`config.mk`:
```
export PLATFORM = sky130hd
export DESIGN_NAME = dram_port_arbiter
export DESIGN_NICKNAME = d
export VERILOG_FILES = /design/src/rtl/dram_port_arbiter.sv
export SDC_FILE = /design/constraint.sdc
export NUM_CORES = 1
export LEC_CHECK = 0
export CAP_MARGIN = 20
export CELL_PAD_IN_SITES_DETAIL_PLACEMENT = 1
export CELL_PAD_IN_SITES_GLOBAL_PLACEMENT = 1
export CORE_AREA = 2 2 150 152
export DETAILED_ROUTE_END_ITERATION = 16
export DIE_AREA = 0 0 152 154
export GPL_TIMING_DRIVEN = 0
export PLACE_DENSITY_LB_ADDON = 0.1
export SLEW_MARGIN = 0
export SYNTH_ARGS = -nofsm -noshare
export SYNTH_HDL_FRONTEND = slang
export SYNTH_SLANG_ARGS = --single-unit
```
`constraint.sdc`:
```
create_clock -name clk -period 2 [get_ports clk]
set_input_delay 0.4 -clock clk [delete_from_list [all_inputs] [get_ports clk]]
set_output_delay 0.4 -clock clk [all_outputs]
set_load 0.01 [all_outputs]
```
`src/rtl/dram_port_arbiter.sv`:
```
// Two-master req/ack arbiter that sequences one access at a time onto the
// single data_ram port. Each access takes three cycles:
//   IDLE    latch the winning request
//   ACCESS  drive the RAM for one cycle
//   DONE    return a registered ack and read data
module dram_port_arbiter #(
  parameter int ADDR_W    = 32,
  parameter int DATA_W    = 32,
  parameter int PRIO_MODE = 0
) (
  input  logic              clk,
  input  logic              rst,
  input  logic              m0_req,
  input  logic              m0_we,
  input  logic [ADDR_W-1:0] m0_addr,
  input  logic [3:0]        m0_sel,
  input  logic [DATA_W-1:0] m0_wdata,
  output logic              m0_ack,
  output logic [DATA_W-1:0] m0_rdata,
  output logic              m0_stall,
  input  logic              m1_req,
  input  logic              m1_we,
  input  logic [ADDR_W-1:0] m1_addr,
  input  logic [3:0]        m1_sel,
  input  logic [DATA_W-1:0] m1_wdata,
  output logic              m1_ack,
  output logic [DATA_W-1:0] m1_rdata,
  output logic              ram_ce,
  output logic              ram_we,
  output logic [ADDR_W-1:0] ram_addr,
  output logic [3:0]        ram_sel,
  output logic [DATA_W-1:0] ram_wdata,
  input  logic [DATA_W-1:0] ram_rdata
);

  typedef enum logic [1:0] {IDLE = 2'd0, ACCESS = 2'd1, DONE = 2'd2} state_e;

  state_e              state_q, state_d;
  logic                last_grant_q, last_grant_d;
  logic                owner_q, owner_d;
  logic                ram_ce_q, ram_ce_d;
  logic                ram_we_q, ram_we_d;
  logic [ADDR_W-1:0]   ram_addr_q, ram_addr_d;
  logic [3:0]          ram_sel_q, ram_sel_d;
  logic [DATA_W-1:0]   ram_wdata_q, ram_wdata_d;
  logic                m0_ack_q, m0_ack_d;
  logic                m1_ack_q, m1_ack_d;
  logic [DATA_W-1:0]   m0_rdata_q, m0_rdata_d;
  logic [DATA_W-1:0]   m1_rdata_q, m1_rdata_d;

  logic any_req;
  logic pick_m1;

  assign any_req = m0_req | m1_req;

  // Round-robin hands a tie to the master that did not win last time.
  // Fixed priority always favours master 0.
  assign pick_m1 = m1_req & (~m0_req | ((PRIO_MODE == 0) & ~last_grant_q));

  // State and datapath registers; everything is cleared asynchronously so
  // that an access in flight is abandoned at once.
  always_ff @(posedge clk or negedge rst) begin
    if (!rst) begin
      state_q      <= IDLE;
      last_grant_q <= 1'b1;
      owner_q      <= 1'b0;
      ram_ce_q     <= 1'b0;
      ram_we_q     <= 1'b0;
      ram_addr_q   <= '0;
      ram_sel_q    <= '0;
      ram_wdata_q  <= '0;
      m0_ack_q     <= 1'b0;
      m1_ack_q     <= 1'b0;
      m0_rdata_q   <= '0;
      m1_rdata_q   <= '0;
    end else begin
      state_q      <= state_d;
      last_grant_q <= last_grant_d;
      owner_q      <= owner_d;
      ram_ce_q     <= ram_ce_d;
      ram_we_q     <= ram_we_d;
      ram_addr_q   <= ram_addr_d;
      ram_sel_q    <= ram_sel_d;
      ram_wdata_q  <= ram_wdata_d;
      m0_ack_q     <= m0_ack_d;
      m1_ack_q     <= m1_ack_d;
      m0_rdata_q   <= m0_rdata_d;
      m1_rdata_q   <= m1_rdata_d;
    end
  end

  // Next-state logic: one IDLE->ACCESS->DONE pass per granted request.
  always_comb begin
    state_d = state_q;
    unique case (state_q)
      IDLE:    if (any_req) state_d = ACCESS;
      ACCESS:  state_d = DONE;
      DONE:    state_d = IDLE;
      default: state_d = IDLE;
    endcase
  end

  // Register next values. Request fields are latched in IDLE; read data is
  // captured at the close of ACCESS. Acks are single-cycle pulses.
  always_comb begin
    last_grant_d = last_grant_q;
    owner_d      = owner_q;
    ram_ce_d     = ram_ce_q;
    ram_we_d     = ram_we_q;
    ram_addr_d   = ram_addr_q;
    ram_sel_d    = ram_sel_q;
    ram_wdata_d  = ram_wdata_q;
    m0_ack_d     = 1'b0;
    m1_ack_d     = 1'b0;
    m0_rdata_d   = m0_rdata_q;
    m1_rdata_d   = m1_rdata_q;
    unique case (state_q)
      IDLE: begin
        if (any_req) begin
          ram_ce_d     = 1'b1;
          owner_d      = pick_m1;
          last_grant_d = pick_m1;
          ram_we_d     = pick_m1 ? m1_we    : m0_we;
          ram_addr_d   = pick_m1 ? m1_addr  : m0_addr;
          ram_sel_d    = pick_m1 ? m1_sel   : m0_sel;
          ram_wdata_d  = pick_m1 ? m1_wdata : m0_wdata;
        end
      end
      ACCESS: begin
        ram_ce_d = 1'b0;
        ram_we_d = 1'b0;
        if (owner_q) begin
          m1_ack_d   = 1'b1;
          m1_rdata_d = ram_we_q ? '0 : ram_rdata;
        end else begin
          m0_ack_d   = 1'b1;
          m0_rdata_d = ram_we_q ? '0 : ram_rdata;
        end
      end
      default: ;
    endcase
  end

  assign ram_ce    = ram_ce_q;
  assign ram_we    = ram_we_q;
  assign ram_addr  = ram_addr_q;
  assign ram_sel   = ram_sel_q;
  assign ram_wdata = ram_wdata_q;
  assign m0_ack    = m0_ack_q;
  assign m1_ack    = m1_ack_q;
  assign m0_rdata  = m0_rdata_q;
  assign m1_rdata  = m1_rdata_q;
  assign m0_stall  = m0_req & ~m0_ack_q;

endmodule

```
==> summary.txt <==
Logic synthesis
  • Synth area leaders: dfrtp_1, mux2_4, mux2_2
  • Main synth FF type: dfrtp_1
  • Async set or reset register ratio after synthesis: 1.00
  • Register area share after synthesis: 0.541
  • Count leader, synth: dfrtp_1
  • Post-Syn Nets: 661
  • Mapped Area: 6470 sq um
  • Most common library cells after synthesis: dfrtp_1, mux2_4, nand2_1, o21ai_0, mux2_2
  • Synth cell types: 21
  • Yosys top cell area share: 0.537
  • Cell taking the most area after synthesis: dfrtp_1
  • Post-synthesis average cell area: 13.3 sq um
  • Yosys warns: 0
  • Synthesized instance count: 487
  • Seq cells post-synth: 140
  • Number of flops mapped to enable cells by yosys: 0

Run status
  • Status: finished clean

Global route
  • Grt ovf: 0
  • Number of global-route vias before repair: 5829
  • Largest net degree at the start of global routing: 73
  • First-pass GRT wire length: 33600 um
  • GRT Resource Usage Total: 0.183
  • Initial antenna violation count: 0

STA
  • Unrepaired setup endpoints after global routing: no
  • Min cycle time layout: 1.89 ns
  • FMAX: 0.528 GHz
  • Slew HR: 0.550
  • Clock skew: 0.00882 ns
  • Final hold viol count: 0
  • Worst slew pin tran: 0.674 ns
  • Setup ws final: 0.107 ns
  • Endpoints failing setup: 0
  • Period utilisation layout: 0.947
  • Slew Limit Fails: 0

Drt
  • Met2 WL: 10900 um
  • Final ANT Viol Nets: 0
  • Routed vias: 5070
  • 1st-iter DRT viols: 185
  • Post-route DRC: 0
  • Wirelength per Cell: 18.9 um
  • Pre-antenna DRT Iters: 4
  • Via density: 4.56
  • Total wire length: 21000 um
  • Uppermost layer routed: met4
  • Met3 WL: 1240 um
  • Metal1 wirelength: 8460 um

Placed design
  • Post-place instance area: 9950 sq um
  • GP Congestion: 0.826
  • Number of port buffers: 310
  • DP HPWL: 16100 um
  • Dpl ws: -0.328 ns

Cells and area
  • Area growth syn-to-layout: 63.1%
  • # nets final: 992
  • Finished Cell Area: 10600 sq um
  • # diodes: 0
  • Layout cells sized above 1: 0.225

Critical path
  • Critical path data required time: 1.60 ns
  • Crit Path Class: reg -> out
  • Slowest cell on the critical path: clkdlybuf4s50_1
  • Worst-path maximum fanout: 7
  • Startpoint Class: register
  • CP bufs+invs: 1
  • CP delay by family, top: buffers and inverters
  • Crit end category: primary output
  • Crit path DAT: 1.49 ns
  • Crit-path max cell delay: 0.60 ns
  • R2R Setup Slk: 0.24 ns
  • R2r endpoint: ram_wdata[15]
  • CP cell instances: clkdlybuf4s50_1
  • R2r worst-path depth: 5
  • Reg-to-Reg Start: last_grant_q

Power
  • IR drop worst, VDD: 639 uV
  • PwrDens: 1470 nW/um^2
  • LEAKAGE: 4.65 nW

Floorplan
  • I/O pin count: 311
  • Row count: 54
  • Core footprint: 21700 sq um
  • Starting Density: 0.298
  • Die width: 152 um
  • Die area: 23400 sq um
  • Die H: 154 um

Clocking
  • Total CTS buffers: 17
  • Setup bufs post-CTS: 0
  • Htree depth: 4
  • CTS tree: done
  • Clock sinks: 140
  • Maximum clock insertion buffer count: 2
  • Worst-path clk slew: 0.06 ns
  • Clk Tree Root Cell: clkbuf_16
  • Worst-Skew Late Latency: 0.42 ns

Worst hold path
  • Hold endpoint: last_grant_q
  • Tightest Hold Check Type: reg -> reg
  • Origin of the worst min-delay path: last_grant_q
  • Hold Crit Depth: 2

Job
  • Max-cap violations: 0
==> stage by stage <==
step	power, mW	instances	TNS (ns)	hold WS, ns	utilization
after CTS	15.8	1111	0	0.474	0.487
after floorplan	8.38	487	0	0.104	-
after detailed placement	12.5	1078	-18.60	0.454	0.459
final	15.5	1111	0	0.476	0.487
after global routing	16.5	1111	0	0.488	0.487
after global placement	12.3	1077	-740.28	0.456	0.458
==> sequential cells by signal, indices dropped and copies added, names as in the netlist, 2 cells and up <==
| name | count |
|---|---|
| m1_rdata | 32 |
| state_q | 2 |
| ram_addr | 32 |
| ram_wdata | 32 |
| m0_rdata | 32 |
| ram_sel | 4 |
==> power by group <==
part / switching [mW] / leakage (nW) / total (mW) / internal, mW
combinational: 3.15 / 2.66 / 7.44 / 4.29
sequential: 0.736 / 1.71 / 4.93 / 4.19
clock: 1.23 / 0.286 / 3.14 / 1.91
total: 5.12 / 4.65 / 15.5 / 10.4
==> layout make-up <==
class	count	area, sq um
fillers	2258	11100
flip-flops and latches	140	3500
repair buffers	312	3140
multi-input cells	309	2730
clock buffers	19	453
well taps	280	350
plain buffers	33	216
clock inverters	13	141
inverters	5	18.8
==> logic make-up (layout without fill, tap and decap cells) <==
logic type / Yosys count / after routing / synth area share
DFF: 140 / 140 / 0.541
buffers and inverters: 38 / 382 / 0.0363
AOI/OAI and AO/OA: 66 / 66 / 0.0522
muxes: 140 / 140 / 0.296
and+or+nand+nor: 103 / 103 / 0.0744
==> routing by layer <==
| layer | track usage | vias up |
|---|---|---|
| met5 | 0 | - |
| met4 | 0.0619 | 0 |
| met3 | 0.0519 | 30 |
| met2 | 0.322 | 187 |
| met1 | 0.216 | 2524 |
| li1 | - | 2329 |
==> layout by cell type, fill, tap and decap left out, types with 2 or more instances in the layout <==
cell,count
buf_2,8
buf_6,3
buf_8,6
bufinv_16,2
clkbuf_1,17
clkbuf_16,17
clkbuf_8,2
clkdlybuf4s50_1,308
clkinv_2,3
clkinv_4,3
clkinvlp_4,3
dfrtp_1,139
inv_1,5
inv_6,2
mux2_2,45
mux2_4,91
mux2i_1,4
nand2_1,65
nand2b_1,33
o21ai_0,57
o21ai_1,7
==> worst max-delay path by stage <==
stage,from,to,slack (ns),cells past startpoint
final,ram_we,ram_we,0.11,1
after global routing,ram_we,ram_we,0.03,1
after CTS,ram_we,ram_we,0.06,1
after detailed placement,m0_req,ram_wdata[24],-0.33,6
after global placement,rst,m1_rdata[15],-5.21,1
after floorplan,last_grant_q,ram_addr[0],0.40,5
==> worst register-to-register path, delay by kind of cell, from the launching register on <==
family / cells / cell delay, ns
compound gates: 1 / 0.12
buf+inv: 2 / 0.39
flops: 1 / 0.53
mux: 2 / 0.59
==> repair_timing <==
action,4_1_cts,5_1_grt
hold buffers,1,0
hold endpoints to repair,3,0
resized for setup,1,0
endpoints found under the setup margin,1,0
No activity file was read; power rests on OpenSTA's default activity.
